File: src/rtl/serial_word_deserializer.sv
// Assembles WIDTH-bit words from a qualified serial stream and offers them on a one-word
// valid/ready holding register. Optional trailing even-parity bit: define DESER_PARITY_EN.
module serial_word_deserializer #(
  parameter int WIDTH     = 8,
  parameter bit MSB_FIRST = 1'b0
) (
  input  logic             clk,
  input  logic             rst,
  input  logic             serial_in,
  input  logic             bit_valid,
  input  logic             frame_start,
  output logic [WIDTH-1:0] word_out,
  output logic             word_valid,
  input  logic             word_ready,
  output logic             overrun,
  output logic             parity_err
);
  localparam int CW = (WIDTH > 1) ? $clog2(WIDTH) : 1;
  localparam logic [CW-1:0] LAST = CW'(WIDTH - 1);

`ifdef DESER_PARITY_EN
  typedef enum logic [1:0] {IDLE, SHIFT, PARITY} state_t;
`else
  typedef enum logic [1:0] {IDLE, SHIFT} state_t;
`endif

  state_t           state_q, state_d;
  logic [CW-1:0]    cnt_q, cnt_d;
  logic [WIDTH-1:0] shreg_q, shreg_d;
  logic [WIDTH-1:0] word_q, word_d;
  logic             valid_q, valid_d;
  logic             overrun_q, overrun_d;
  logic             complete;
  logic [WIDTH-1:0] done_word;
`ifdef DESER_PARITY_EN
  logic             perr_q, perr_d;
  logic             done_perr;
`endif

  // A frame_start bit always lands at index 0 of an empty word, whatever the state.
  logic [CW-1:0]    eff_cnt, bit_pos;
  logic [WIDTH-1:0] ins_mask, base_word, ins_word;

  assign eff_cnt   = frame_start ? '0 : cnt_q;
  assign bit_pos   = MSB_FIRST ? (LAST - eff_cnt) : eff_cnt;
  assign base_word = frame_start ? '0 : shreg_q;

  genvar gi;
  for (gi = 0; gi < WIDTH; gi++) begin : g_ins_mask
    assign ins_mask[gi] = (bit_pos == CW'(gi));
  end

  assign ins_word = (base_word & ~ins_mask) | (ins_mask & {WIDTH{serial_in}});

  always_comb begin
    state_d   = state_q;
    cnt_d     = cnt_q;
    shreg_d   = shreg_q;
    word_d    = word_q;
    valid_d   = valid_q;
    overrun_d = 1'b0;
    complete  = 1'b0;
    done_word = shreg_q;
`ifdef DESER_PARITY_EN
    perr_d    = perr_q;
    done_perr = 1'b0;
`endif

    if (bit_valid) begin
      if (frame_start) begin
        shreg_d = ins_word;
        cnt_d   = CW'(1);
        state_d = SHIFT;
      end else begin
        case (state_q)
          SHIFT: begin
            shreg_d = ins_word;
            if (cnt_q == LAST) begin
`ifdef DESER_PARITY_EN
              state_d = PARITY;
`else
              complete  = 1'b1;
              done_word = ins_word;
              cnt_d     = '0;
              state_d   = IDLE;
`endif
            end else begin
              cnt_d = cnt_q + CW'(1);
            end
          end
`ifdef DESER_PARITY_EN
          PARITY: begin
            complete  = 1'b1;
            done_word = shreg_q;
            done_perr = ^{shreg_q, serial_in};
            cnt_d     = '0;
            state_d   = IDLE;
          end
`endif
          default: ;
        endcase
      end
    end

    // Holding register: a completion only lands if the slot is free or being drained.
    if (complete) begin
      if (!valid_q || word_ready) begin
        word_d  = done_word;
        valid_d = 1'b1;
`ifdef DESER_PARITY_EN
        perr_d  = done_perr;
`endif
      end else begin
        overrun_d = 1'b1;
      end
    end else if (valid_q && word_ready) begin
      valid_d = 1'b0;
    end
  end

  always_ff @(posedge clk) begin
    if (rst) begin
      state_q   <= IDLE;
      cnt_q     <= '0;
      shreg_q   <= '0;
      word_q    <= '0;
      valid_q   <= 1'b0;
      overrun_q <= 1'b0;
`ifdef DESER_PARITY_EN
      perr_q    <= 1'b0;
`endif
    end else begin
      state_q   <= state_d;
      cnt_q     <= cnt_d;
      shreg_q   <= shreg_d;
      word_q    <= word_d;
      valid_q   <= valid_d;
      overrun_q <= overrun_d;
`ifdef DESER_PARITY_EN
      perr_q    <= perr_d;
`endif
    end
  end

  assign word_out   = word_q;
  assign word_valid = valid_q;
  assign overrun    = overrun_q;
`ifdef DESER_PARITY_EN
  assign parity_err = perr_q;
`else
  assign parity_err = 1'b0;
`endif

endmodule

File: config.mk
export PLATFORM = sky130hd
export DESIGN_NAME = serial_word_deserializer
export DESIGN_NICKNAME = d
export VERILOG_FILES = /design/src/rtl/serial_word_deserializer.sv
export SDC_FILE = /design/constraint.sdc
export NUM_CORES = 1
export LEC_CHECK = 0
export ABC_AREA = 1
export CORE_ASPECT_RATIO = 0.9
export CORE_MARGIN = 2
export CORE_UTILIZATION = 45
export CTS_CLUSTER_DIAMETER = 60
export CTS_CLUSTER_SIZE = 16
export DETAILED_ROUTE_END_ITERATION = 10
export PLACE_DENSITY = 0.68
export SLEW_MARGIN = 10
export SYNTH_ARGS = -nofsm -noshare
export SYNTH_HDL_FRONTEND = slang
export SYNTH_SLANG_ARGS = --single-unit
export TNS_END_PERCENT = 30
File: constraint.sdc
create_clock -name clk -period 4.3 [get_ports clk]
set_input_delay 1.29 -clock clk [delete_from_list [all_inputs] [get_ports clk]]
set_output_delay 1.29 -clock clk [all_outputs]
set_load 0.02 [all_outputs]
* Word-level counts from Yosys, hierarchy flattened
Index checks and enable logic that the tools add are counted.
Word-level totals: bits in registers 23, latch bits 0, bits in writable memories 0, ROM bits 0, input bits 6, output and inout bits 11, logic and storage cells 56, memories 0
Operators by class: add/subtract/negate cells 1, multiply operators 0, divide/modulo/power cells 0, $lt $le $gt $ge 0, equal/unequal tests 10, shift-type cells 0, multiplexer cells 22, bitwise operators 5, reductions and logical operators 12
Operators by type and width (number):
- $mux 8 | 7
- $and 8x8->8 | 2
- $eq 3x3->1 const B | 5
- $mux 3 | 4
- $mux 1 | 8
- $not 8->8 | 1
- $or 8x8->8 | 1
- $eq 3x2->1 const B | 2
- $mux 2 | 3
- $reduce_and 2->1 | 3
- $reduce_bool 2->1 | 3
- $add 3x1->3 const B | 1
- $eq 3x1->1 const B | 1
- $logic_not 3->1 | 1
- $reduce_and 3->1 | 1
- $eq 2x1->1 const B | 1
- $ne 2x1->1 const B | 1
- $reduce_or 2->1 | 1
- $logic_and 1x1->1 | 1
- $logic_not 1->1 | 1
- $logic_or 1x1->1 | 1
- $not 1->1 | 1

* Longest topological paths before layout
depth in word-level cells 9, mapped depth 9, mapped depth without buffers 9

* Worst setup path before layout
OpenSTA, ideal clock, no wires.
path kind in2reg, start input port frame_start, end register word_q[2], in the netlist word_out[2], library setup time 0.109 ns, arrival 1.921 ns, data required time 4.191 ns, setup slack 2.270 ns, stages 7, cell sequence buf_2 nor2_1 nand3_1 nand2_1 nand3_1 nand2_1 inv_1
Between the ends: cells in the longest elaborated chain, start to end 9, elaborated cells on any way between the ends 14, those cells by class eq/ne (1); mux (8); bitwise (4); reduce/logical (1)
RTL lines:
- start: declaration | RTL line 11 | input logic frame_start,
- $mux 3 | RTL line 44 | assign eff_cnt = frame_start ? '0 : cnt_q;
- $eq 3x2->1 | RTL line 50 | assign ins_mask[gi] = (bit_pos == CW'(gi));
- $not 8->8 | RTL line 53 | assign ins_word = (base_word & ~ins_mask) | (ins_mask & {WIDTH{serial_in}});
- $and 8x8->8 | RTL line 53
- $or 8x8->8 | RTL line 53
- $mux 8 | RTL line 78 | if (cnt_q == LAST) begin
- $mux 8 | RTL line 75 | case (state_q)
- $mux 8 | RTL line 70 | if (frame_start) begin
- $mux 8 | RTL line 69 | if (bit_valid) begin
- end signal: assignment | RTL line 136 | word_q <= word_d;
- end: declaration | RTL line 30 | logic [WIDTH-1:0] word_q, word_d;
Parallel ways exist; a longest one is shown, timed or not. A chain may end at the register's enable or synchronous reset.

* Worst setup path after layout
start input port frame_start, end register shreg_q[3]
Between the ends: cells in the longest elaborated chain, start to end 7, elaborated cells on any way between the ends 11, those cells by class eq/ne (1); mux (4); bitwise (4); reduce/logical (2)
RTL lines:
- $mux 3 | RTL line 44
- $eq 3x2->1 | RTL line 50
- $not 8->8 | RTL line 53
- $and 8x8->8 | RTL line 53
- $or 8x8->8 | RTL line 53
- $mux 8 | RTL line 75
- $mux 8 | RTL line 70
- end signal: assignment | RTL line 135 | shreg_q <= shreg_d;
- end: declaration | RTL line 29 | logic [WIDTH-1:0] shreg_q, shreg_d;
Parallel ways exist; a longest one is shown, timed or not. The select of a mux whose other input is x is not followed.

==> reports/metrics.yaml <==
grt_use_total_pct: 17.7
vias: 1136
skew_ps: 2.80
status: "complete, but fails checks"
area_growth_syn_to_layout_pct: 14.7
antenna_found_initial: 0
clk_pin_slew_ps: 120
syn_avg_cell_area_um2: 6.23
dp_hpwl_mm: 1.79
critPathRequiredTime_ps: 4520
cp_max_fo: 20
power.leakage_nw: 0.692
numPortBuffers: 15
layout_setup_ws_ps: 1450
wirelength_mm: 2.43
htreeDepth: 1
antenna_cells: 0
violations: "DRC"
via_per_inst: 4.90
insertion_delay_ps: 310
place_worst_setup_slack_ps: 1160
layout-drive-gt1-share_pct: 3.92
worstHoldStart: "state_q[0]"
setup_tns_ps: 0
dieWidth_um: 58.6
worst_pin_slew_ps: 590
nets: 213
ir_drop_uv: 171
post-route-util_pct: 55.2
start_util_pct: 48.2
synth_top_area_cell: "dfxtp_1"
yosysTopAreaCellShare_pct: 36.4
synth.distinct_cells: 19
cts_sinks: 22
postCtsHoldBufs: 0
route.detailed.drc: 3
cts_buffer_depth: 2
syn_area_um2: 1210
cts_root_buf: "clkbuf_4"
drt_pass1_iterations: 7
grt_overflow: 0
cts_tree: "built"
startpoint: "frame_start"
yosys_warnings: 0
grt_pass1_vias: 962
grt_pass1_wl_mm: 4.23
core_area_um2: 2510
drtAntennaViolNets: 0
stdcell_count: 232
ys_ff_latch: 22
drv_slew: 0
yosysSeqAreaShare_pct: 36.4
cp-end-kind: "flip-flop"
post_cts_buffers: 0
numCtsBuffers: 3
num_io_pins: 17
synth_nets: 202
r2r_start: "cnt_q[1]"
place.gp.congestion: 0.914
drv_cap: 0
finalSetupViolations: 0
worst_ep_arrival_time_ps: 3070
hold_violations: 0
grt_setup_unrepaired: "no"
num_rows: 17
grt_start_max_net_pins: 21
cts_resized: 0
wl_per_cell_um: 10.5
die_h_um: 53.2
synthCells: 194
die_area_um2: 3120
fmax_ghz: 0.351
crit_type: "input pin to flip-flop"
place_inst: 228
power_density_nw_per_um2: 275
crit_path_start_kind: "input pin"
hold_class: "flip-flop to flip-flop"
slew_headroom_pct: 60.6
synth_area_leaders: "dfxtp_1, inv_1, nand2_1"
finalCritPeriodShare_pct: 66.3
drtIter0Drc: 42
period_minus_slack_ps: 2850
[cell type report]
class,count,area [µm²]
inverter,49,184
multi-input combinational,114,541
timing repair buffer,15,150
tap,28,35.0
fill,256,1120
clock buffer,4,36.3
sequential,22,440
[per-stage QoR]
| stage | area (µm²) | hold WS, ps | power, mW |
|---|---|---|---|
| floorplan | 1210 | 439 | 0.262 |
| global placement | 1350 | 453 | 0.272 |
| detailed placement | 1350 | 456 | 0.273 |
| CTS | 1390 | 475 | 0.388 |
| global route | 1390 | 532 | 0.403 |
| finish | 1390 | 473 | 0.382 |
[flip-flops by register name, summed over array words and instances (netlist names)]
register	cells
overrun	1
shreg_q	8
cnt_q	3
state_q	1
word_valid	1
word_out	8
[kinds of logic after synthesis]
family	after synthesis	share of synthesized area (%)
AND/OR/NAND/NOR	86	32.0
other	1	0.310
flip-flops	22	36.4
buffers and inverters	58	18.8
adder cells (fa/ha/maj)	2	2.07
AO/OA/AOI/OAI	25	10.4
[layout by cell type (no fill, tap or decap), types with 3 or more instances in the layout]
| master | synthesis | layout |
|---|---|---|
| inv_1 | 47 | 47 |
| dfxtp_1 | 22 | 22 |
| o21ai_0 | 5 | 5 |
| clkbuf_4 | 0 | 3 |
| nand2_1 | 38 | 38 |
| o21ai_1 | 7 | 7 |
| nor2_1 | 10 | 10 |
| nand3_1 | 27 | 27 |
| nand4_1 | 8 | 8 |
| a21oi_1 | 13 | 13 |
| clkdlybuf4s50_1 | 0 | 15 |
[routing by layer]
| metal | part of all wire (%) | GRT usage, % | routed length [µm] |
|---|---|---|---|
| met1 | 53 | 24.5 | 1280 |
| met2 | 41 | 27.9 | 1010 |
| met3 | 4.9 | 4.40 | 118 |
| met4 | 1.1 | 3.41 | 27 |
| met5 | 0 | 0 | 0 |
[synthesized netlist by cell type]
| library cell | number |
|---|---|
| nand3_2 | 1 |
| nand2_1 | 38 |
| o21ai_1 | 7 |
| buf_4 | 1 |
| nor2_1 | 10 |
| dfxtp_1 | 22 |
| buf_1 | 1 |
| inv_1 | 47 |
| ha_1 | 2 |
| o21ai_0 | 5 |
| inv_2 | 2 |
| nand3_1 | 27 |
| clkbuf_1 | 2 |
| buf_2 | 5 |
| nand4_1 | 8 |
| a21oi_1 | 13 |
| nor3_1 | 1 |
| nor2_2 | 1 |
| conb_1 | 1 |
[path summary, 6_finish.rpt]
path	endpoint	slack [ps]	cells past startpoint
max	shreg_q[3]	1450	6
min	state_q[0]	470	2
min reg2reg	state_q[0]	470	2
max reg2reg	word_out[4]	2460	9
[power by group]
group          switching (mW)  internal [mW]  leakage (nW)
clock network          0.0608         0.0517        0.0210
logic                  0.0329         0.0178         0.492
registers             0.00653          0.212         0.179
total                   0.100          0.282         0.692
[worst max-delay path: stages]
cell	delay (ps)
clkdlybuf4s50_1	780
nand2_1	170
nand2_1	490
nand3_1	180
nand2_1	110
inv_1	40
Power figures use the tool's default switching activity.
